## src/rtl/irq_front_end.sv

```systemverilog
// irq_front_end
// Interrupt front end: synchronises the high- and low-priority external
// interrupt pins, detects rising edges and latches them as pending requests.
// It then presents one enabled request at a time to the core, with fixed
// priority and an ISR vector, and tracks the in-service state until the ISR
// returns.

// Per-pin synchroniser chain followed by a history flop for rising-edge detect.
module irq_sync_edge #(
    parameter int SYNC_STAGES = 2
) (
    input  logic clk,
    input  logic rst,
    input  logic i_pin,
    output logic o_rise
);

    logic [SYNC_STAGES-1:0] r_sync;
    logic                   r_hist;
    logic                   w_sync_out;

    assign w_sync_out = r_sync[SYNC_STAGES-1];

    // Shift the raw pin through the synchroniser and remember the previous output.
    always_ff @(posedge clk) begin
        if (rst) begin
            r_sync <= {SYNC_STAGES{1'b0}};
            r_hist <= 1'b0;
        end else begin
            r_sync <= {r_sync[SYNC_STAGES-2:0], i_pin};
            r_hist <= w_sync_out;
        end
    end

    // A pin already high when reset releases still yields one pulse,
    // because the chain and the history flop both restart from zero.
    assign o_rise = w_sync_out & ~r_hist;

endmodule

// Top level: pending latches, lost flags and the request/service FSM.
module irq_front_end #(
    parameter logic [31:0] VEC_HIGH    = 32'h0000_0000,
    parameter logic [31:0] VEC_LOW     = 32'h0000_0015,
    parameter int          SYNC_STAGES = 2
) (
    input  logic        clk,
    input  logic        rst,
    input  logic        irq_high_pin,
    input  logic        irq_low_pin,
    input  logic [1:0]  irq_en,
    input  logic        int_ack,
    input  logic        isr_done,
    output logic        int_req,
    output logic [31:0] int_vector,
    output logic        int_id,
    output logic        in_service,
    output logic [1:0]  pending,
    output logic [1:0]  lost
);

    typedef enum logic [1:0] {
        ST_IDLE    = 2'd0,
        ST_REQ     = 2'd1,
        ST_SERVICE = 2'd2
    } state_t;

    state_t      r_state;
    logic        r_int_req;
    logic [31:0] r_int_vector;
    logic        r_int_id;
    logic        r_in_service;
    logic [1:0]  r_pending;
    logic [1:0]  r_lost;

    logic        w_rise_high;
    logic        w_rise_low;
    logic [1:0]  w_rise;
    logic [1:0]  w_clr;
    logic [1:0]  w_eligible;

    // Fixed priority: the high source wins whenever it is eligible.
    function automatic logic pick_id(input logic [1:0] elig);
        logic id;
        if (elig[1]) begin
            id = 1'b1;
        end else begin
            id = 1'b0;
        end
        return id;
    endfunction

    // Map a source id onto its ISR start address.
    function automatic logic [31:0] pick_vector(input logic id);
        logic [31:0] vec;
        if (id) begin
            vec = VEC_HIGH;
        end else begin
            vec = VEC_LOW;
        end
        return vec;
    endfunction

    irq_sync_edge #(
        .SYNC_STAGES (SYNC_STAGES)
    ) u_sync_high (
        .clk    (clk),
        .rst    (rst),
        .i_pin  (irq_high_pin),
        .o_rise (w_rise_high)
    );

    irq_sync_edge #(
        .SYNC_STAGES (SYNC_STAGES)
    ) u_sync_low (
        .clk    (clk),
        .rst    (rst),
        .i_pin  (irq_low_pin),
        .o_rise (w_rise_low)
    );

    assign w_rise     = {w_rise_high, w_rise_low};
    assign w_eligible = r_pending & irq_en;

    // Acknowledge clears only the pending bit of the source being presented.
    always_comb begin
        w_clr = 2'b00;
        if ((r_state == ST_REQ) && int_ack) begin
            if (r_int_id) begin
                w_clr = 2'b10;
            end else begin
                w_clr = 2'b01;
            end
        end else begin
            w_clr = 2'b00;
        end
    end

    // Pending latches (a new edge beats a same-cycle clear) and sticky lost flags.
    always_ff @(posedge clk) begin
        if (rst) begin
            r_pending <= 2'b00;
            r_lost    <= 2'b00;
        end else begin
            r_pending <= (r_pending & ~w_clr) | w_rise;
            r_lost    <= r_lost | (w_rise & r_pending & ~w_clr);
        end
    end

    // Request/service sequencer; every core-facing output is a register here.
    always_ff @(posedge clk) begin
        if (rst) begin
            r_state      <= ST_IDLE;
            r_int_req    <= 1'b0;
            r_int_vector <= 32'h0000_0000;
            r_int_id     <= 1'b0;
            r_in_service <= 1'b0;
        end else begin
            case (r_state)
                ST_IDLE: begin
                    if (w_eligible != 2'b00) begin
                        r_int_id     <= pick_id(w_eligible);
                        r_int_vector <= pick_vector(pick_id(w_eligible));
                        r_int_req    <= 1'b1;
                        r_state      <= ST_REQ;
                    end else begin
                        r_int_req    <= 1'b0;
                        r_state      <= ST_IDLE;
                    end
                end
                ST_REQ: begin
                    // The request is frozen: enable changes and newer edges
                    // only affect what is selected after this one is served.
                    if (int_ack) begin
                        r_int_req    <= 1'b0;
                        r_in_service <= 1'b1;
                        r_state      <= ST_SERVICE;
                    end else begin
                        r_int_req    <= 1'b1;
                        r_state      <= ST_REQ;
                    end
                end
                ST_SERVICE: begin
                    // No nesting: new edges only land in the pending latches.
                    if (isr_done) begin
                        r_in_service <= 1'b0;
                        r_state      <= ST_IDLE;
                    end else begin
                        r_in_service <= 1'b1;
                        r_state      <= ST_SERVICE;
                    end
                end
                default: begin
                    r_int_req    <= 1'b0;
                    r_in_service <= 1'b0;
                    r_state      <= ST_IDLE;
                end
            endcase
        end
    end

    assign int_req    = r_int_req;
    assign int_vector = r_int_vector;
    assign int_id     = r_int_id;
    assign in_service = r_in_service;
    assign pending    = r_pending;
    assign lost       = r_lost;

endmodule

```

## config.mk

```make
export PLATFORM = sky130hd
export DESIGN_NAME = irq_front_end
export DESIGN_NICKNAME = d
export VERILOG_FILES = /design/src/rtl/irq_front_end.sv
export SDC_FILE = /design/constraint.sdc
export NUM_CORES = 1
export LEC_CHECK = 0
export BUFFER_PORTS_ARGS = -buffer_cell sky130_fd_sc_hd__buf_2
export CAP_MARGIN = 20
export CELL_PAD_IN_SITES_DETAIL_PLACEMENT = 1
export CELL_PAD_IN_SITES_GLOBAL_PLACEMENT = 2
export CORE_ASPECT_RATIO = 0.7
export CORE_MARGIN = 2
export CORE_UTILIZATION = 24
export DETAILED_ROUTE_END_ITERATION = 7
export PLACE_DENSITY = 0.9
export SLEW_MARGIN = 15
export SYNTH_ARGS = -nofsm -noshare
export SYNTH_HDL_FRONTEND = slang
export SYNTH_HIERARCHICAL = 1
export SYNTH_SLANG_ARGS = --single-unit
```

## constraint.sdc

```tcl
create_clock -name clk -period 1.4 [get_ports clk]
set_input_delay 0.21 -clock clk [delete_from_list [all_inputs] [get_ports clk]]
set_output_delay 0.21 -clock clk [all_outputs]
set_load 0.005 [all_outputs]
```

==> metrics.yaml, run 1 <==
hold_viol_final: 0
ir_worst_vdd_v: 0.000252
drt-pass1-iter-count: 2
n_fill_cell: 432
crit_slowest_cell: "dfxtp_1"
reg2reg_depth: 5
pre_cts_ws_ps: 195
core_um2: 3490
powerDensity_nw_per_um2: 1050
r2r_end: "pending[0]"
grt_pass1_vias: 528
grt_usage_pct: 7.51
io_buffers: 17
fmax_mhz: 829
start_util_pct: 24.8
slew_viol_final: 0
die_w_um: 75.7
die_h_um: 54.2
start_kind: "flip-flop"
synth-main-ff-cell: "dfxtp_1"
hp-class: "input port to flip-flop"
cts_hold_buffers: 0
rr_startpoint: "r_state[1]"
dieArea_um2: 4110
synth-async-reset-ratio_pct: 0
cts_root_buf: "clkbuf_8"
post_cts_resized: 0
cts_setup_buffers: 0
ys_seq_area_share_pct: 37.0
period_share_pct: 86.1
p_leak_nw: 0.436
vias: 559
cts_num_sinks: 16
hold-worst-slack_ps: 171
final_common_cell: "conb_1"
cts_buffers: 3
synth_area_per_cell_um2: 9.30
outcome: "finished clean"
cp.required_ps: 1520
clkTransAtPathRegs_ps: 60
num-nets-final: 123
postRouteAntennaNets: 0
drc: 0
syn-instance-count: 93
setup-tns-final_ps: 0
num_antenna_cells: 0
critPathLaunch: "r_state[1]"
rsz0062_at_grt: "false"
crit_type: "flip-flop to flip-flop"
final_cell_mix: "conb_1 (29), buf_2 (17), dfxtp_1 (16)"
ios: 47
synth.distinct_cells: 24
crit_end: "pending[0]"
htreeDepth: 1
endpoint_kind: "flip-flop"
antenna_found_initial: 0
syn_to_final_growth_pct: 8.10
cap_violations: 0
synth_edf_count: 0
drt_iter0_drc: 2
ys_warn_count: 6
path_max_fanout: 4
seqCellArea_um2: 320
place_congestion: 0.722
drive_above_1_share_pct: 22.7
grt_max_degree: 20
avgRoutedWirePerCell_um: 9.32
reg2reg_slack_ps: 190
multi_input_area_um2: 397
cts_tree: "yes"
clockBufferDepth: 2
avgViaCountPerCell: 3.49
wl_um: 1490
clk_latency_ps: 250
syn_area_um2: 865
min_period_ps: 1210
crit_chain: "inv_1 > ha_1 > nand2_1 > o21ai_0 > a21oi_1"
grt_pass1_wl_um: 2210
max_stage_delay_ps: 330
yosys_register_bits: 16
arrival_ps: 1330
grt_remaining_overflow: 0
setup_viol: 0
rows: 18
finClkSkew_ps: 3.09
fin_ws_ps: 194
hpwl_um: 1250
## cell families after synthesis
family | share of synthesized area (%)
AOI/OAI and AO/OA | 13.3
adders and majority gates | 5.79
buffers and inverters | 29.2
DFF | 37.0
other | 0.434
and+or+nand+nor | 14.2
## synthesized netlist by cell type (all sizes together) (2+ instances only)
| master | instances | area share [%] |
|---|---|---|
| a21oi | 4 | 2.3 |
| buf | 32 | 27 |
| dfxtp | 16 | 37 |
| ha | 4 | 5.8 |
| inv | 4 | 1.7 |
| nand2 | 2 | 0.87 |
| nand2b | 2 | 1.4 |
| nand3 | 2 | 1.2 |
| nor2 | 3 | 1.3 |
| nor2b | 9 | 7.1 |
| o21ai | 3 | 1.7 |
| o2bb2ai | 2 | 2.0 |
## power breakdown
group | internal (mW) | switching [mW] | total, mW
logic | 0.0378 | 0.0572 | 0.0950
clock network | 0.249 | 0.154 | 0.403
registers | 0.473 | 0.0123 | 0.485
total | 0.760 | 0.224 | 0.984
## metrics by stage
step,total power [mW],cells,instance area [µm²],util [%]
floorplan,0.617,121,970,-
global placement,0.587,156,880,25.2
detailed placement,0.591,156,880,25.2
CTS,1.00,160,935,26.8
global route,1.04,160,935,26.8
finish,0.984,160,935,26.8
## final cells by class
type                            instances  area share, %
Clock buffer                            4           5.89
Timing Repair Buffer                   17           9.10
Inverter                                4           1.61
Multi-Input combinational cell         69           42.4
Sequential cell                        16           34.3
Tap cell                               50           6.69
## routing by layer
metal / part of all wire (%) / track usage (%) / routed length (µm)
met4: 0 / 1.75 / 0
met5: 0 / 0 / 0
met1: 45 / 8.25 / 666
met3: 7.2 / 4.42 / 107
met2: 48 / 12.6 / 717
## worst max-delay path, delay by kind of cell (launching register included)
kind                       cells  cell delay, ps
and+or+nand+nor                1             110
AOI/OAI and AO/OA              2             360
buffers and inverters          1              80
adders and majority gates      1             200
DFF                            1             330
## flip-flops by register name (all words and copies together) (netlist names), 2 cells and up
name / cells
lost: 2
pending: 2
r_state: 2
u_sync_high/r_sync: 2
u_sync_low/r_sync: 2
## worst min path at each step
stage                              start               endpoint  slack (ps)  depth (start not counted)
finish                      irq_high_pin  u_sync_high/r_sync[0]         170                          2
global route                irq_high_pin  u_sync_high/r_sync[0]         170                          2
CTS                         irq_high_pin  u_sync_high/r_sync[0]         170                          2
detailed placement          irq_high_pin  u_sync_high/r_sync[0]         430                          2
global placement    u_sync_low/r_sync[0]   u_sync_low/r_sync[1]         420                          1
floorplan                            rst     u_sync_high/r_hist         280                          1
Note: power is estimated with default switching activity, not from simulation.
==> inputs of run 2 (changes only) <==
Settings changed: CORE_UTILIZATION 24 to 21, PLACE_DENSITY 0.9 to 0.85.
Clock period 1.4 ns to 1 ns, I/O delays scaled along.
==> run 2 against run 1 <==
Hold slack worse by 51 ps. Clock skew hardly changed. Largest power group unchanged. Total power is 46% higher. Critical path type unchanged. Critical path depth stayed put. The run now ends with setup timing left. Combinational power is 93% higher.
==> metrics.yaml, run 2 (synthesis results as in run 1) <==
design_power_total_mw: 1.43  # +46%
ios: 47  # unchanged
crit_type: "flip-flop to flip-flop"
n_fill_cell: 472  # +9.3%
finClkSkew_ps: 3.55  # +0.454 ps
drc: 0  # unchanged
period_share_pct: 108  # +22 points
crit_family: "flip-flops"
arrival_ps: 1220  # -110 ps
path_max_fanout: 4  # unchanged
final_cell_area_um2: 1080  # +15%
core_um2: 3950  # +13%
ir_worst_vdd_v: 0.000339  # +35%
violations: "setup timing"
p_int_mw: 1.09  # +44%
outcome: "finished, violations left"
hpwl_um: 1270  # +1.4%
cp.depth: 5  # unchanged
drt-pass1-iter-count: 4  # +2
cts_num_sinks: 16  # unchanged
fin_util_pct: 27.3  # +0.49 points
cp_num_buf_inv: 1  # unchanged
vias: 589  # +5.4%
fin_ws_ps: -84.5  # -279 ps
rows: 19  # +1
fmax_mhz: 922  # +11%
p_comb_share_pct: 12.7  # +3.0 points
antenna_found_initial: 0  # unchanged
clkTransAtPathRegs_ps: 70  # about the same
grt_usage_pct: 7.45  # -0.058 points
die_h_um: 57.7  # +6.4%
reg2reg_depth: 5  # unchanged
grt_remaining_overflow: 0  # unchanged
cts_root_buf: "clkbuf_8"
endpoint_kind: "flip-flop"
rsz0062_at_grt: "true"
cts_hold_buffers: 0  # unchanged
cts_buffers: 3  # unchanged
use_met2_pct: 11.8  # -0.82 points
netSwitchingFraction_pct: 23.8  # +1.0 points
cp.required_ps: 1130  # -390 ps
p_leak_nw: 0.478  # +9.7%
hp-class: "input port to flip-flop"
grtUsageMet1_pct: 8.99  # +0.74 points
grt_pass1_vias: 538  # +1.9%
clock_power_share_pct: 39.9  # -1.1 points
htreeDepth: 1  # unchanged
min_period_ps: 1080  # -121 ps
grt_util_met3_pct: 3.27  # -1.1 points
num-nets-final: 127  # +3.3%
final_common_cell: "conb_1"
avgRoutedWirePerCell_um: 10.0  # +7.4%
dieArea_um2: 4650  # +13%
power_switching_mw: 0.341  # +52%
cts_tree: "yes"
max_stage_delay_ps: 350  # +20 ps
drive_above_1_share_pct: 42.1  # +19 points
clk_latency_ps: 250  # about the same
drt_iter0_drc: 10  # +8
slew_viol_final: 0  # unchanged
io_buffers: 17  # unchanged
powerDensity_nw_per_um2: 1330  # +27%
hold_viol_final: 0  # unchanged
hold-worst-slack_ps: 119  # -51.4 ps
start_kind: "flip-flop"
fin_cells: 166  # +3.8%
dpl-instance-area_um2: 937  # +6.5%
p_seq_share_pct: 47.4  # -1.9 points
holdPathStages: 2  # unchanged
cap_violations: 0  # unchanged
grt-busiest-layer: "met2"
final_cell_mix: "conb_1 (29), buf_2 (16), dfxtp_1 (11)"
wl_um: 1660  # +11%
avgViaCountPerCell: 3.55  # +1.6%
place_inst: 161  # +3.2%
setup_viol: 5  # +5
place_congestion: 0.698  # -3.3%
syn_to_final_growth_pct: 24.5
crit_chain: "inv_4 > ha_4 > and2b_1 > o21ai_1 > o2bb2ai_1"
grt_pass1_wl_um: 2550  # +16%
num_antenna_cells: 0  # unchanged
postRouteAntennaNets: 0  # unchanged
clockBufferDepth: 2  # unchanged
crit_slowest_cell: "dfxtp_2"
start_util_pct: 21.9  # -2.9 points
die_w_um: 80.7  # +6.5%
grt_max_degree: 20  # unchanged
[run 2: changes by cell type in the layout (fill, tap and decap cells not counted), sizes merged]
cell  before  now
buf       17   21
[run 2: worst paths after layout]
path | start | to | slack [ps]
hold / removal | irq_low_pin | u_sync_low/r_sync[0] | 120
setup / recovery | r_state[1] | in_service | -80
setup reg to reg | r_state[1] | in_service | -80
hold reg to reg | u_sync_high/r_sync[0] | u_sync_high/r_sync[1] | 430
[run 2: per-layer routing]
| metal | part of all wire [%] | up-vias |
|---|---|---|
| met3 | 8.5 | 2 |
| met4 | 1.1 | 0 |
| met1 | 41 | 277 |
| met5 | 0 | - |
| li1 | - | 285 |
| met2 | 49 | 25 |
[run 2: cell type report]
| class | count | area [µm²] | area share, % |
|---|---|---|---|
| Clock buffer | 4 | 55.1 | 5.12 |
| Inverter | 4 | 20.0 | 1.86 |
| Multi-Input combinational cell | 69 | 478 | 44.4 |
| Sequential cell | 16 | 329 | 30.6 |
| Tap cell | 52 | 65.1 | 6.05 |
| Timing Repair Buffer | 21 | 129 | 12.0 |
[run 2: stage by stage]
stage / setup TNS [ps] / setup WS [ps]
6_report: -239 / -84.5
3_5_place_dp: -565 / -107
4_1_cts: -250 / -67.6
5_1_grt: -659 / -129
2_1_floorplan: -1.34 / -0.943
3_3_place_gp: -463 / -105
[run 2: what timing repair did]
action,CTS,global route
setup buffers,1,0
hold endpoints to repair,0,0
setup endpoints to repair,9,12
pin swaps,3,5
gates resized for setup,10,12
[run 2: power by group through the flow]
stage	registers [mW]	logic, mW	clock network, mW
global route	0.683	0.204	0.632
CTS	0.677	0.165	0.602
floorplan	0.693	0.180	0
global placement	0.691	0.150	0
detailed placement	0.692	0.156	0
finish	0.680	0.183	0.572
